### src/rtl/popcount_arbiter.sv
// Round-robin front end for one shared popcount engine.
// Level-held requests are granted in rotating order. The operand is captured
// and handed to the engine through a load/start handshake. The count comes
// back on a valid/ready response. A watchdog turns a stuck engine into an
// error response and a one-cycle engine reset.
module popcount_arbiter #(
    parameter int N_REQ     = 4,
    parameter int ID_WIDTH  = 2,
    parameter int A_WIDTH   = 8,
    parameter int RES_WIDTH = 4,
    parameter int TIMEOUT   = 16
) (
    input  logic                       clk,
    input  logic                       reset,
    input  logic [N_REQ-1:0]           req,
    input  logic [N_REQ*A_WIDTH-1:0]   req_a,
    output logic [N_REQ-1:0]           req_ack,
    output logic                       resp_valid,
    input  logic                       resp_ready,
    output logic [ID_WIDTH-1:0]        resp_id,
    output logic [RES_WIDTH-1:0]       resp_result,
    output logic                       resp_err,
    output logic                       cnt_s,
    output logic [A_WIDTH-1:0]         cnt_a,
    output logic                       cnt_rst,
    input  logic                       cnt_done,
    input  logic [RES_WIDTH-1:0]       cnt_result
);

    // The watchdog must be able to hold TIMEOUT-1.
    localparam int WD_WIDTH = $clog2(TIMEOUT + 1);

    typedef enum logic [2:0] {
        IDLE,
        LOAD,
        RUN,
        RESP,
        CLEAR
    } state_t;

    state_t                          state;
    logic [ID_WIDTH-1:0]             grant_id;
    logic [ID_WIDTH-1:0]             rr_ptr;
    logic [A_WIDTH-1:0]              op_a;
    logic [WD_WIDTH-1:0]             wd_cnt;
    logic [RES_WIDTH-1:0]            res_q;
    logic                            err_q;

    logic [N_REQ-1:0][A_WIDTH-1:0]   operands;
    logic                            pick_found;
    logic [ID_WIDTH-1:0]             pick_id;
    logic [ID_WIDTH-1:0]             pick_next;
    logic [A_WIDTH-1:0]              pick_a;

    // Unpack the flat operand bus into one lane per requester.
    for (genvar i = 0; i < N_REQ; i++) begin : g_lane
        assign operands[i] = req_a[i*A_WIDTH +: A_WIDTH];
    end

    // Round-robin pick: lowest requester at or above rr_ptr, otherwise the
    // lowest requester overall (the scan wraps). The loop runs downward so
    // the last hit written is the lowest index in each class.
    always_comb begin
        logic                hi_found;
        logic [ID_WIDTH-1:0] hi_id;
        logic [ID_WIDTH-1:0] lo_id;
        hi_found   = 1'b0;
        hi_id      = '0;
        lo_id      = '0;
        pick_found = 1'b0;
        for (int i = N_REQ - 1; i >= 0; i--) begin
            if (req[i]) begin
                pick_found = 1'b1;
                lo_id      = ID_WIDTH'(i);
                if (ID_WIDTH'(i) >= rr_ptr) begin
                    hi_found = 1'b1;
                    hi_id    = ID_WIDTH'(i);
                end
            end
        end
        pick_id   = hi_found ? hi_id : lo_id;
        pick_next = (pick_id == ID_WIDTH'(N_REQ - 1)) ? '0 : pick_id + ID_WIDTH'(1);
        pick_a    = operands[pick_id];
    end

    // Main controller. Every output is a register or a register-gated
    // decode, so no input reaches an output combinationally.
    always_ff @(posedge clk) begin
        if (reset) begin
            state      <= IDLE;
            grant_id   <= '0;
            rr_ptr     <= '0;
            op_a       <= '0;
            wd_cnt     <= '0;
            res_q      <= '0;
            err_q      <= 1'b0;
            req_ack    <= '0;
            resp_valid <= 1'b0;
            cnt_s      <= 1'b0;
            cnt_rst    <= 1'b0;
        end else begin
            // Ack and engine reset are single-cycle pulses.
            req_ack <= '0;
            cnt_rst <= 1'b0;
            case (state)
                IDLE: begin
                    if (pick_found) begin
                        grant_id <= pick_id;
                        op_a     <= pick_a;
                        rr_ptr   <= pick_next;
                        req_ack  <= N_REQ'(1) << pick_id;
                        state    <= LOAD;
                    end
                end
                LOAD: begin
                    // The engine copies op_a this cycle because cnt_s is still low.
                    wd_cnt <= '0;
                    cnt_s  <= 1'b1;
                    state  <= RUN;
                end
                RUN: begin
                    // A done that arrives on the expiry cycle takes priority.
                    if (cnt_done) begin
                        res_q      <= cnt_result;
                        err_q      <= 1'b0;
                        resp_valid <= 1'b1;
                        state      <= RESP;
                    end else if (wd_cnt == WD_WIDTH'(TIMEOUT - 1)) begin
                        res_q      <= '0;
                        err_q      <= 1'b1;
                        resp_valid <= 1'b1;
                        cnt_s      <= 1'b0;
                        state      <= RESP;
                    end else begin
                        wd_cnt <= wd_cnt + WD_WIDTH'(1);
                    end
                end
                RESP: begin
                    // cnt_s stays high here so a healthy engine keeps its result stable.
                    if (resp_ready) begin
                        resp_valid <= 1'b0;
                        cnt_s      <= 1'b0;
                        cnt_rst    <= err_q;
                        state      <= CLEAR;
                    end
                end
                CLEAR: begin
                    // Wait until done has fallen so the next grant sees a clean engine.
                    if (!cnt_done) begin
                        state <= IDLE;
                    end
                end
                default: begin
                    state <= IDLE;
                end
            endcase
        end
    end

    assign cnt_a       = op_a;
    assign resp_id     = resp_valid ? grant_id : '0;
    assign resp_result = resp_valid ? res_q    : '0;
    assign resp_err    = resp_valid & err_q;

endmodule

### config.mk
export PLATFORM = sky130hd
export DESIGN_NAME = popcount_arbiter
export DESIGN_NICKNAME = d
export VERILOG_FILES = /design/src/rtl/popcount_arbiter.sv
export SDC_FILE = /design/constraint.sdc
export NUM_CORES = 1
export LEC_CHECK = 0
export CAP_MARGIN = 15
export CORE_MARGIN = 1.5
export CORE_UTILIZATION = 40
export CTS_CLUSTER_DIAMETER = 150
export DETAILED_ROUTE_END_ITERATION = 8
export GPL_TIMING_DRIVEN = 1
export PLACE_DENSITY = 0.75
export SYNTH_ARGS = -nofsm -noshare
export SYNTH_HDL_FRONTEND = slang
export SYNTH_SLANG_ARGS = --single-unit
### constraint.sdc
create_clock -name clk -period 2.4 [get_ports clk]
set_input_delay 0.48 -clock clk [delete_from_list [all_inputs] [get_ports clk]]
set_output_delay 0.48 -clock clk [all_outputs]
set_load 0.02 [all_outputs]
Word-level counts from Yosys, hierarchy flattened --
Index checks and enable logic that the tools add are counted. W data, S select, Z words.
Word-level totals: word-level logic and storage cells 99, flip-flop bits (word level) 32, output and inout bits 22, input bits 44
Operators by class: reduce and logical (&&, ||, !) cells 13, mux-type cells 49, order comparisons 5, bitwise operators 5, equality and inequality tests 13, add/subtract/negate cells 2, shift-type cells 1
Operator list (number):
- $mux W2 | 15
- $mux W1 | 18
- $bmux W8 S2 | 1
- $mux W3 | 5
- $pmux W3 S5 | 1
- $mux W4 | 3
- $ne A2 B2 Y1 const B | 6
- $mux W5 | 2
- $pmux W5 S2 | 1
- $mux W8 | 1
- $reduce_and A4 Y1 | 2
- $eq A3 B2 Y1 const B | 2
- $reduce_and A3 Y1 | 2
- $reduce_bool A2 Y1 | 3
- $reduce_or A3 Y1 | 2
- $add A5 B1 Y5 const B | 1
- $eq A5 B4 Y1 const B | 1
- $ge A1 B2 Y1 const A | 2
- $ge A2 B2 Y1 const A | 2
- $not A1 Y1 | 4
- $reduce_and A2 Y1 | 2
- $shl A1 B2 Y4 const A | 1
- $eq A3 B1 Y1 const B | 1
- $eq A3 B3 Y1 const B | 1
- other kinds (9) | 9

Depth between registers and ports, before layout --
Gate-level depths: netlist (run 1).
depth in word-level cells 12, mapped depth 8, depth with buffers taken out 8

Least setup slack after synthesis (run 1) --
No wires, ideal clock.
path kind register to register, start point register wd_cnt[0], end point register wd_cnt[3], path buffers 0, arrival 1.906 ns, clock period less this slack 2.036 ns, setup time 0.130 ns, stages on the path, launching flop included 9, setup slack 0.364 ns, data required time 2.270 ns, cell sequence dfxtp_1 > ha_1 > and3_1 > ha_1 > or4b_1 > a21oi_2 > nand4_1 > xor2_1 > nor3_2
On the way: cells in the longest elaborated chain, start to end 4, elaborated cells between the ends (all ways) 7, those cells by class 1 x add/sub; 2 x eq/ne; 3 x mux; 1 x reduce/logical
Ends and longest elaborated chain:
- start, declared | RTL line 45 | logic [WD_WIDTH-1:0] wd_cnt;
- start signal, assigned | RTL line 135 | wd_cnt <= wd_cnt + WD_WIDTH'(1);
- $add A5 B1 Y5 | RTL line 135
- $mux W5 | RTL line 128 | end else if (wd_cnt == WD_WIDTH'(TIMEOUT - 1)) begin
- $mux W5 | RTL line 123 | if (cnt_done) begin
- $pmux W5 S2 | RTL line 105 | case (state)
Parallel ways exist; a longest one is shown, timed or not. The select of a mux whose other input is x is not followed. A chain may end at the register's enable or synchronous reset.

Worst setup path after layout (run 1) --
Ends and elaborated chain as after synthesis.

==> impl_metrics.env, run 1 <==
export IMPL_status="finished, final reports clean"
export IMPL_yosysUniqueCellTypes=43
export IMPL_period_share=0.924
export IMPL_max_cap_viol_count=0
export IMPL_p_int_uw=1090
export IMPL_worst_ep_arrival_time_ns=2.37
export IMPL_die_area_um2=4550
export IMPL_drt_initial_drc_count=98
export IMPL_fin_crit_ns=2.22
export IMPL_clock_latency_ns=0.28
export IMPL_final_setup_tns_ns=0
export IMPL_die_h_um=67.4
export IMPL_core_area_um2=4000
export IMPL_cp_max_fo=6
export IMPL_cp_num_buf_inv=0
export IMPL_synthTopCellsByArea="dfxtp_1 39%, a211oi_1 8.6%, mux2i_1 5.4%"
export IMPL_final_nets=306
export IMPL_p_seq_frac=0.402
export IMPL_fillers=387
export IMPL_ir_worst_vdd_uv=258
export IMPL_clock_fmax_mhz=451
export IMPL_path_cells="ha_1, and3_1, ha_1, or4b_1, a21oi_4, nand4_1, xor2_1, nor3_2"
export IMPL_cts_tree="done"
export IMPL_clkTransAtPathRegs_ns=0.06
export IMPL_crit_path_frequent_cell="ha_1"
export IMPL_synth_area_per_cell_um2=8.74
export IMPL_cts_sinks=32
export IMPL_gp_congestion=0.858
export IMPL_synth_nets=236
export IMPL_crit_family="simple AND/OR/NAND/NOR gates"
export IMPL_chipWidth_um=67.4
export IMPL_relSlewSlack=0.626
export IMPL_hold_class="register to register"
export IMPL_critPathMaxStageDelay_ns=0.53
export IMPL_antenna_found_initial=0
export IMPL_p_leak_uw=0.000969
export IMPL_dp_hpwl_um=2980
export IMPL_num_rows=23
export IMPL_slowest_stage="or4b_1"
export IMPL_synth_edf_count=0
export IMPL_route_detailed_drc=0
export IMPL_finalHoldViolations=0
export IMPL_synthToLayoutAreaGrowth_pct=49.6
export IMPL_syn_area_um2=1660
export IMPL_wire_per_inst_um=12.8
export IMPL_p_total_uw=1570
export IMPL_synth_top_area_share=0.386
export IMPL_stdcell_count=311
export IMPL_ios=66
export IMPL_drive_gt1_frac=0.0881
export IMPL_initial_core_util=0.415
export IMPL_synth_warnings=0
export IMPL_multi_input_area_um2=948
export IMPL_cts_hold_fix_buffers=0
export IMPL_switching_share=0.307
export IMPL_synthCells=190
export IMPL_numCtsBuffers=5
export IMPL_rsz0062_at_grt="no"
export IMPL_dr_total_vias=1638
export IMPL_synth_ff_type="dfxtp_1"
export IMPL_clock_power_share=0.265
export IMPL_seq_area_um2=641
export IMPL_worst_hold_slack_ns=0.450
export IMPL_cts_root_buffer="clkbuf_8"
export IMPL_cp_data_required_time_ns=2.56
export IMPL_final_antenna_net_count=0
export IMPL_dp_cells=303
export IMPL_yosysTopAreaCell="dfxtp_1"
export IMPL_synth_seq_area_share=0.386
export IMPL_grt_util_all_layers=0.192
export IMPL_wl_um=3970
export IMPL_clock_skew_final_ns=0.00737
export IMPL_routed_via_density=5.27
export IMPL_startpoint_type="register"
export IMPL_setup_viol=0
export IMPL_grt_pass1_wl_um=6560
export IMPL_p_sw_uw=482
export IMPL_first_pass_iters=4
export IMPL_htree_levels=2
export IMPL_p_per_area_nw_per_um2=633
export IMPL_critPathKind="register to register"
export IMPL_maxSlewViolCount=0
export IMPL_async_reset_ff_frac=0
export IMPL_diodes=0
export IMPL_combPwrFrac=0.333
export IMPL_grt_ovfl_total=0
export IMPL_io_buffers=65
export IMPL_grt_max_degree=31
export IMPL_tightest_slew_ns=0.556
export IMPL_cts_buffer_depth=2
export IMPL_worst_setup_path_end_kind="register"
export IMPL_cts_setup_buffers=0
export IMPL_ys_ff_latch=32
export IMPL_first_global_vias=1529
cell families (layout without fill, tap and decap cells):
kind of cell / after synthesis / in the layout / share of synthesized area
compound gates: 47 / 47 / 0.206
xor+xnor: 3 / 3 / 0.0158
fa+ha+maj: 2 / 2 / 0.0151
buf+inv: 14 / 85 / 0.0475
flops: 32 / 32 / 0.386
mux: 10 / 10 / 0.0610
simple gates: 82 / 82 / 0.269
layout make-up:
class / instances / share of cell area
clock buffer: 8 / 0.0363
sequential: 32 / 0.258
timing repair buffer: 74 / 0.294
tap: 50 / 0.0252
inverter: 3 / 0.00453
multi-input combinational: 144 / 0.382
per-stage QoR:
stage	util	area, µm²	setup slack, ns
5_1_grt	0.621	2480	0.0277
3_5_place_dp	0.596	2390	0.0933
4_1_cts	0.619	2480	0.159
6_report	0.621	2480	0.183
2_1_floorplan	-	1660	0.364
3_3_place_gp	0.596	2390	0.111
cell usage in the layout (no fill, tap or decap), types with 9 or more instances in the layout:
| master | synthesis | layout |
|---|---|---|
| nor2_1 | 15 | 15 |
| a211oi_1 | 19 | 19 |
| nor3_1 | 12 | 12 |
| dfxtp_1 | 32 | 32 |
| clkdlybuf4s50_1 | 0 | 65 |
| mux2i_1 | 9 | 9 |
| nand2_1 | 15 | 15 |
worst paths after layout:
check,slack [ns],startpoint,end,cells after the start
max,0.18,wd_cnt[0]$_SDFFE_PP0P_,wd_cnt[3]$_SDFFE_PP0P_,8
min,0.45,grant_id[0]$_SDFFE_PP0N_,grant_id[0]$_SDFFE_PP0N_,2
max reg2reg,0.18,wd_cnt[0]$_SDFFE_PP0P_,wd_cnt[3]$_SDFFE_PP0P_,8
min reg2reg,0.45,grant_id[0]$_SDFFE_PP0N_,grant_id[0]$_SDFFE_PP0N_,2
registers in the layout (all words and copies together) (netlist names), 2 cells and up:
register and flops:
rr_ptr 2, req_ack 4, wd_cnt 5, cnt_a 8
res_q 4, grant_id 2, state 3
worst register-to-register path: stages, from the launching register on:
cell     delay (ns)
dfxtp_1        0.33
ha_1           0.21
and3_1         0.19
ha_1           0.23
or4b_1         0.53
a21oi_4        0.20
nand4_1        0.14
xor2_1         0.22
nor3_2         0.05
synthesized netlist by cell type, types with 2 or more instances:
library cell / count
and3_1: 3
nor2_1: 15
nand2_1: 15
nor2b_1: 3
or2_2: 2
clkbuf_1: 4
nand3b_1: 2
inv_1: 3
mux2i_1: 9
dfxtp_1: 32
nand3_1: 4
nand4_1: 2
buf_4: 2
a22oi_1: 4
and2_1: 8
o21bai_1: 8
a21oi_1: 8
a211oi_1: 19
buf_6: 2
xor2_1: 2
buf_2: 3
nand2b_1: 4
nor3b_1: 4
ha_1: 2
nor3_1: 12
power groups by stage:
stage / Combinational, µW / Clock (µW) / Sequential, µW
global route: 572 / 453 / 641
floorplan: 284 / 0 / 668
finish: 523 / 417 / 633
detailed placement: 520 / 0 / 644
CTS: 523 / 424 / 633
global placement: 517 / 0 / 643
metal layers:
layer	routed length [µm]	GRT usage	vias to the layer above
met5	0	0	-
met4	50	0.0663	0
met3	349	0.0733	6
met2	1780	0.318	64
met1	1790	0.227	737
li1	-	-	831
timing repair:
action	4_1_cts	5_1_grt
gates resized for setup	0	1
hold endpoints to repair	0	0
endpoints found under the setup margin	0	1
No activity file was read; power rests on OpenSTA's default activity.
==> run 2, diff against run 1 <==
Settings changed: SETUP_SLACK_MARGIN set to 0.4, SKIP_LAST_GASP set to 1.
==> run 2 against run 1 <==
Register-to-register slack improved by 0.22 ns. Critical path depth is the same. Combinational power rose by 3%. Utilization is 2.0 points higher. Setup slack improved by 0.22 ns. Global-route usage increased by 0.11 points. Maximum frequency increased by 11%. Non-clock buffer count up 3. Sequential cell count is the same. Highest routed layer unchanged.
==> impl_metrics.env, run 2 (synthesis gave the netlist of run 1 again) <==
export IMPL_fillers=359
export IMPL_p_per_area_nw_per_um2=623
export IMPL_final_nets=310
export IMPL_dp_hpwl_um=2840
export IMPL_die_h_um=67.4
export IMPL_p_leak_uw=0.00101
export IMPL_ios=66
export IMPL_finalHoldViolations=0
export IMPL_clock_skew_final_ns=0.00311
export IMPL_fin_crit_ns=2.00
export IMPL_cts_hold_fix_buffers=0
export IMPL_first_pass_iters=4
export IMPL_diodes=0
export IMPL_p_int_uw=1100
export IMPL_status="finished, final reports clean"
export IMPL_grt_ovfl_total=0
export IMPL_p_sw_uw=497
export IMPL_clock_fmax_mhz=500
export IMPL_clkTransAtPathRegs_ns=0.06
export IMPL_core_area_um2=4000
export IMPL_grt_max_degree=31
export IMPL_numCtsBuffers=5
export IMPL_grt_util_all_layers=0.193
export IMPL_relSlewSlack=0.638
export IMPL_setup_ws_ns=0.401
export IMPL_startpoint_type="register"
export IMPL_p_total_uw=1600
export IMPL_tightest_slew_ns=0.537
export IMPL_max_cap_viol_count=0
export IMPL_route_detailed_drc=0
export IMPL_cts_tree="done"
export IMPL_initial_core_util=0.415
export IMPL_first_global_vias=1551
export IMPL_gp_congestion=0.752
export IMPL_ir_worst_vdd_uv=264
export IMPL_worst_ep_arrival_time_ns=2.16
export IMPL_clock_power_share=0.266
export IMPL_period_share=0.833
export IMPL_largest_reg_flops=8
export IMPL_htree_levels=2
export IMPL_layout_common_cells="62 x clkdlybuf4s50_1, 29 x dfxtp_1, 19 x a211oi_1"
export IMPL_fin_util=0.641
export IMPL_layout_commonest_cell="clkdlybuf4s50_1"
export IMPL_cp_data_required_time_ns=2.56
export IMPL_final_setup_tns_ns=0
export IMPL_wire_per_inst_um=12.9
export IMPL_drt_initial_drc_count=59
export IMPL_cts_sinks=32
export IMPL_p_seq_frac=0.397
export IMPL_routed_via_density=5.12
export IMPL_critPathKind="register to register"
export IMPL_cts_buffer_depth=2
export IMPL_combPwrFrac=0.337
export IMPL_pre_cts_ws_ns=0.0419
export IMPL_die_area_um2=4550
export IMPL_maxSlewViolCount=0
export IMPL_antenna_found_initial=0
export IMPL_setup_viol=0
export IMPL_grt_pass1_wl_um=6580
export IMPL_chipWidth_um=67.4
export IMPL_cts_root_buffer="clkbuf_8"
export IMPL_hold_class="register to register"
export IMPL_worst_setup_path_end_kind="register"
export IMPL_rsz0062_at_grt="yes"
export IMPL_dr_total_vias=1612
export IMPL_drive_gt1_frac=0.132
export IMPL_cp_max_fo=4
export IMPL_synthToLayoutAreaGrowth_pct=54.3
export IMPL_clock_latency_ns=0.28
export IMPL_final_antenna_net_count=0
export IMPL_wl_um=4050
export IMPL_multi_input_area_um2=993
export IMPL_switching_share=0.311
export IMPL_io_buffers=65
export IMPL_num_rows=23
export IMPL_seq_area_um2=644
## run 2: changes by cell type in the layout (fill, tap and decap cells not counted), sizes merged
cell / before / now
clkdlybuf4s50: 65 / 62
buf: 9 / 12
dlymetal6s2s: 0 / 3
o21ai: 2 / 3
## run 2: worst paths after layout
kind                             from                       end  slack [ns]  depth (start not counted)
min          grant_id[1]$_SDFFE_PP0N_  grant_id[1]$_SDFFE_PP0N_        0.45                          2
max reg2reg    wd_cnt[0]$_SDFFE_PP0P_    wd_cnt[3]$_SDFFE_PP0P_        0.40                          8
min reg2reg  grant_id[1]$_SDFFE_PP0N_  grant_id[1]$_SDFFE_PP0N_        0.45                          2
max            wd_cnt[0]$_SDFFE_PP0P_    wd_cnt[3]$_SDFFE_PP0P_        0.40                          8
## run 2: cell type report
type                            count  share of cell area
Multi-Input combinational cell    145               0.388
Timing Repair Buffer               77               0.297
Sequential cell                    32               0.251
Clock buffer                        8              0.0352
Tap cell                           50              0.0244
Inverter                            3             0.00439
## run 2: what timing repair did
| item | 4_1_cts | 5_1_grt |
|---|---|---|
| endpoints found under the setup margin | 12 | 20 |
| cloned | 0 | 1 |
| pin swaps | 3 | 8 |
| buffers inserted | 1 | 2 |
| gates resized for setup | 4 | 5 |
## run 2: routing by layer
layer,vias up,part of all wire,track usage
met5,-,0,0
met4,0,0.011,0.0791
met3,5,0.073,0.0633
met2,53,0.47,0.333
met1,710,0.44,0.219
li1,844,-,-
## run 2: power groups by stage
stage / Combinational, µW / Clock (µW) / Sequential, µW
global placement: 514 / 0 / 643
detailed placement: 519 / 0 / 643
global route: 587 / 461 / 642
finish: 539 / 424 / 634
floorplan: 284 / 0 / 668
CTS: 528 / 435 / 633
## run 2: metrics by stage
step	instances	hold WS (ns)	cell area (µm²)
CTS	312	0.455	2520
global placement	303	0.440	2410
finish	315	0.450	2560
floorplan	190	0.432	1680
detailed placement	303	0.446	2410
global route	315	0.478	2560
## run 2: worst max-delay path, cell delays in order, from the launching register on
cell     delay, ns
dfxtp_2       0.34
ha_4          0.16
and3_4        0.18
ha_4          0.17
or4b_4        0.50
a21oi_4       0.18
nand4_1       0.11
xor2_1        0.20
nor3_2        0.05
==> run 3, diff against run 2 <==
Settings changed: CORE_UTILIZATION 40 to 39, PLACE_DENSITY 0.75 to 0.76.
Clock period 2.4 ns to 1.7 ns, I/O delays scaled along.
==> run 3 against run 2 <==
Via count is 21% higher. Power grew 80%. Global-route usage rose by 7.4 points. The run now ends with negative setup slack left. Design area is 27% higher. Largest cell class unchanged. Routed wire length is 58% higher. Setup slack got worse by 0.73 ns. Largest power group is now combinational cells. Clock power rose by 71%. Sequential power up 41%. Worst hold slack better by 0.0069 ns. Utilization up 16 points. Sequential cell count is the same.
==> impl_metrics.env, run 3 (synthesis gave the netlist of run 1 again) <==
export IMPL_antenna_found_initial=0
export IMPL_dp_hpwl_um=3390
export IMPL_finalHoldViolations=0
export IMPL_fin_crit_ns=2.03
export IMPL_layout_common_cells="39 x clkdlybuf4s50_1, 27 x dfxtp_1, 25 x buf_4"
export IMPL_worst_ep_arrival_time_ns=2.20
export IMPL_cp_max_fo=3
export IMPL_clkTransAtPathRegs_ns=0.08
export IMPL_tightest_slew_ns=0.467
export IMPL_htree_levels=2
export IMPL_diodes=0
export IMPL_first_pass_iters=4
export IMPL_status="finished with violations"
export IMPL_clock_fmax_mhz=493
export IMPL_wire_per_inst_um=18.4
export IMPL_relSlewSlack=0.688
export IMPL_grt_ovfl_total=0
export IMPL_largest_reg_flops=8
export IMPL_cts_sinks=32
export IMPL_setup_ws_ns=-0.327
export IMPL_dp_cells=324
export IMPL_cts_root_buffer="clkbuf_8"
export IMPL_stdcell_count=347
export IMPL_setup_viol=9
export IMPL_dr_total_vias=1946
export IMPL_p_total_uw=2880
export IMPL_first_global_vias=1871
export IMPL_place_area_um2=2670
export IMPL_routed_via_density=5.61
export IMPL_fillers=226
export IMPL_maxSlewViolCount=0
export IMPL_wl_um=6390
export IMPL_cp_data_required_time_ns=1.87
export IMPL_drive_gt1_frac=0.455
export IMPL_gp_congestion=0.792
export IMPL_clock_latency_ns=0.29
export IMPL_final_antenna_net_count=0
export IMPL_initial_core_util=0.409
export IMPL_critPathKind="register to register"
export IMPL_worst_hold_slack_ns=0.457
export IMPL_worst_setup_path_end_kind="register"
export IMPL_period_share=1.19
export IMPL_violations="negative setup slack"
export IMPL_num_rows=23
export IMPL_cts_buffer_depth=2
export IMPL_p_per_area_nw_per_um2=886
export IMPL_ios=66
export IMPL_cts_tree="done"
export IMPL_rsz0062_at_grt="yes"
export IMPL_grt_util_all_layers=0.267
export IMPL_final_setup_tns_ns=-1.49
export IMPL_fin_area_um2=3250
export IMPL_grt_max_degree=31
export IMPL_synthToLayoutAreaGrowth_pct=95.7
export IMPL_core_area_um2=4060
export IMPL_drt_initial_drc_count=129
export IMPL_ir_worst_vdd_uv=478
export IMPL_numCtsBuffers=5
export IMPL_startpoint_type="register"
export IMPL_layout_commonest_cell="clkdlybuf4s50_1"
export IMPL_io_buffers=65
export IMPL_chipWidth_um=68.2
export IMPL_route_detailed_drc=0
export IMPL_die_h_um=68.2
export IMPL_hold_class="register to register"
export IMPL_p_leak_uw=0.00133
export IMPL_clock_skew_final_ns=0.0108
export IMPL_die_area_um2=4660
export IMPL_max_cap_viol_count=0
export IMPL_grt_pass1_wl_um=9100
export IMPL_final_nets=342
-- run 3: cell count changes in the layout (fill, tap and decap cells not counted), sizes merged --
cell	delta
clkdlybuf4s50	-23
dlygate4sd2	+4
clkbuf	+1
clkinv	+1
buf	+43
dlymetal6s2s	-3
clkdlybuf4s15	+8
bufinv	+1
-- run 3: final cells by class --
type                            instances  area, µm²  share of cell area
Timing Repair Buffer                  109       1100               0.340
Sequential cell                        32        654               0.201
Clock buffer                            6       72.6              0.0223
Inverter                                3       11.3             0.00347
Tap cell                               50       62.6              0.0193
Clock inverter                          2       35.0              0.0108
Multi-Input combinational cell        145       1310               0.403
-- run 3: path summary, 6_finish.rpt --
kind | start | end | slack (ns) | cells after the start
setup / recovery | wd_cnt[1]$_SDFFE_PP0P_ | wd_cnt[3]$_SDFFE_PP0P_ | -0.33 | 8
hold / removal | grant_id[1]$_SDFFE_PP0N_ | grant_id[1]$_SDFFE_PP0N_ | 0.46 | 2
setup reg to reg | wd_cnt[1]$_SDFFE_PP0P_ | wd_cnt[3]$_SDFFE_PP0P_ | -0.33 | 8
hold reg to reg | grant_id[1]$_SDFFE_PP0N_ | grant_id[1]$_SDFFE_PP0N_ | 0.46 | 2
-- run 3: report_power, final --
group	switching (µW)	total (µW)	leakage, µW	internal (µW)
logic	608	1260	0.00101	649
registers	62.3	896	0.000265	834
clock network	292	727	0.0000552	435
total	963	2880	0.00133	1920
-- run 3: worst max-delay path, stage by stage, from the launching register on --
cell and delay (ns):
dfxtp_2 0.34, ha_4 0.16, and3_4 0.18, ha_4 0.16, or4b_4 0.52, a21oi_4 0.16, nand4_1 0.13, xor2_1 0.20
nor3_2 0.06
-- run 3: repair_timing --
action / 4_1_cts / 5_1_grt
hold endpoints to repair: 0 / 0
resized for setup: 108 / 58
hold buffers: 0 / 0
setup buffers: 7 / 4
setup endpoints to repair: 50 / 45
pin swaps: 31 / 22
gates cloned: 4 / 0
-- run 3: through the flow --
step                setup WS, ns   util
floorplan                 -0.308      -
global placement          -0.469  0.658
detailed placement        -0.502  0.658
global route              -0.389  0.801
finish                    -0.327  0.801
CTS                       -0.291  0.743
-- run 3: per-layer routing --
layer | track usage | vias up | wire length [µm]
li1 | - | 906 | -
met3 | 0.0526 | 24 | 313
met5 | 0 | - | 0
met4 | 0.120 | 0 | 262
met1 | 0.326 | 932 | 2560
met2 | 0.453 | 84 | 3260
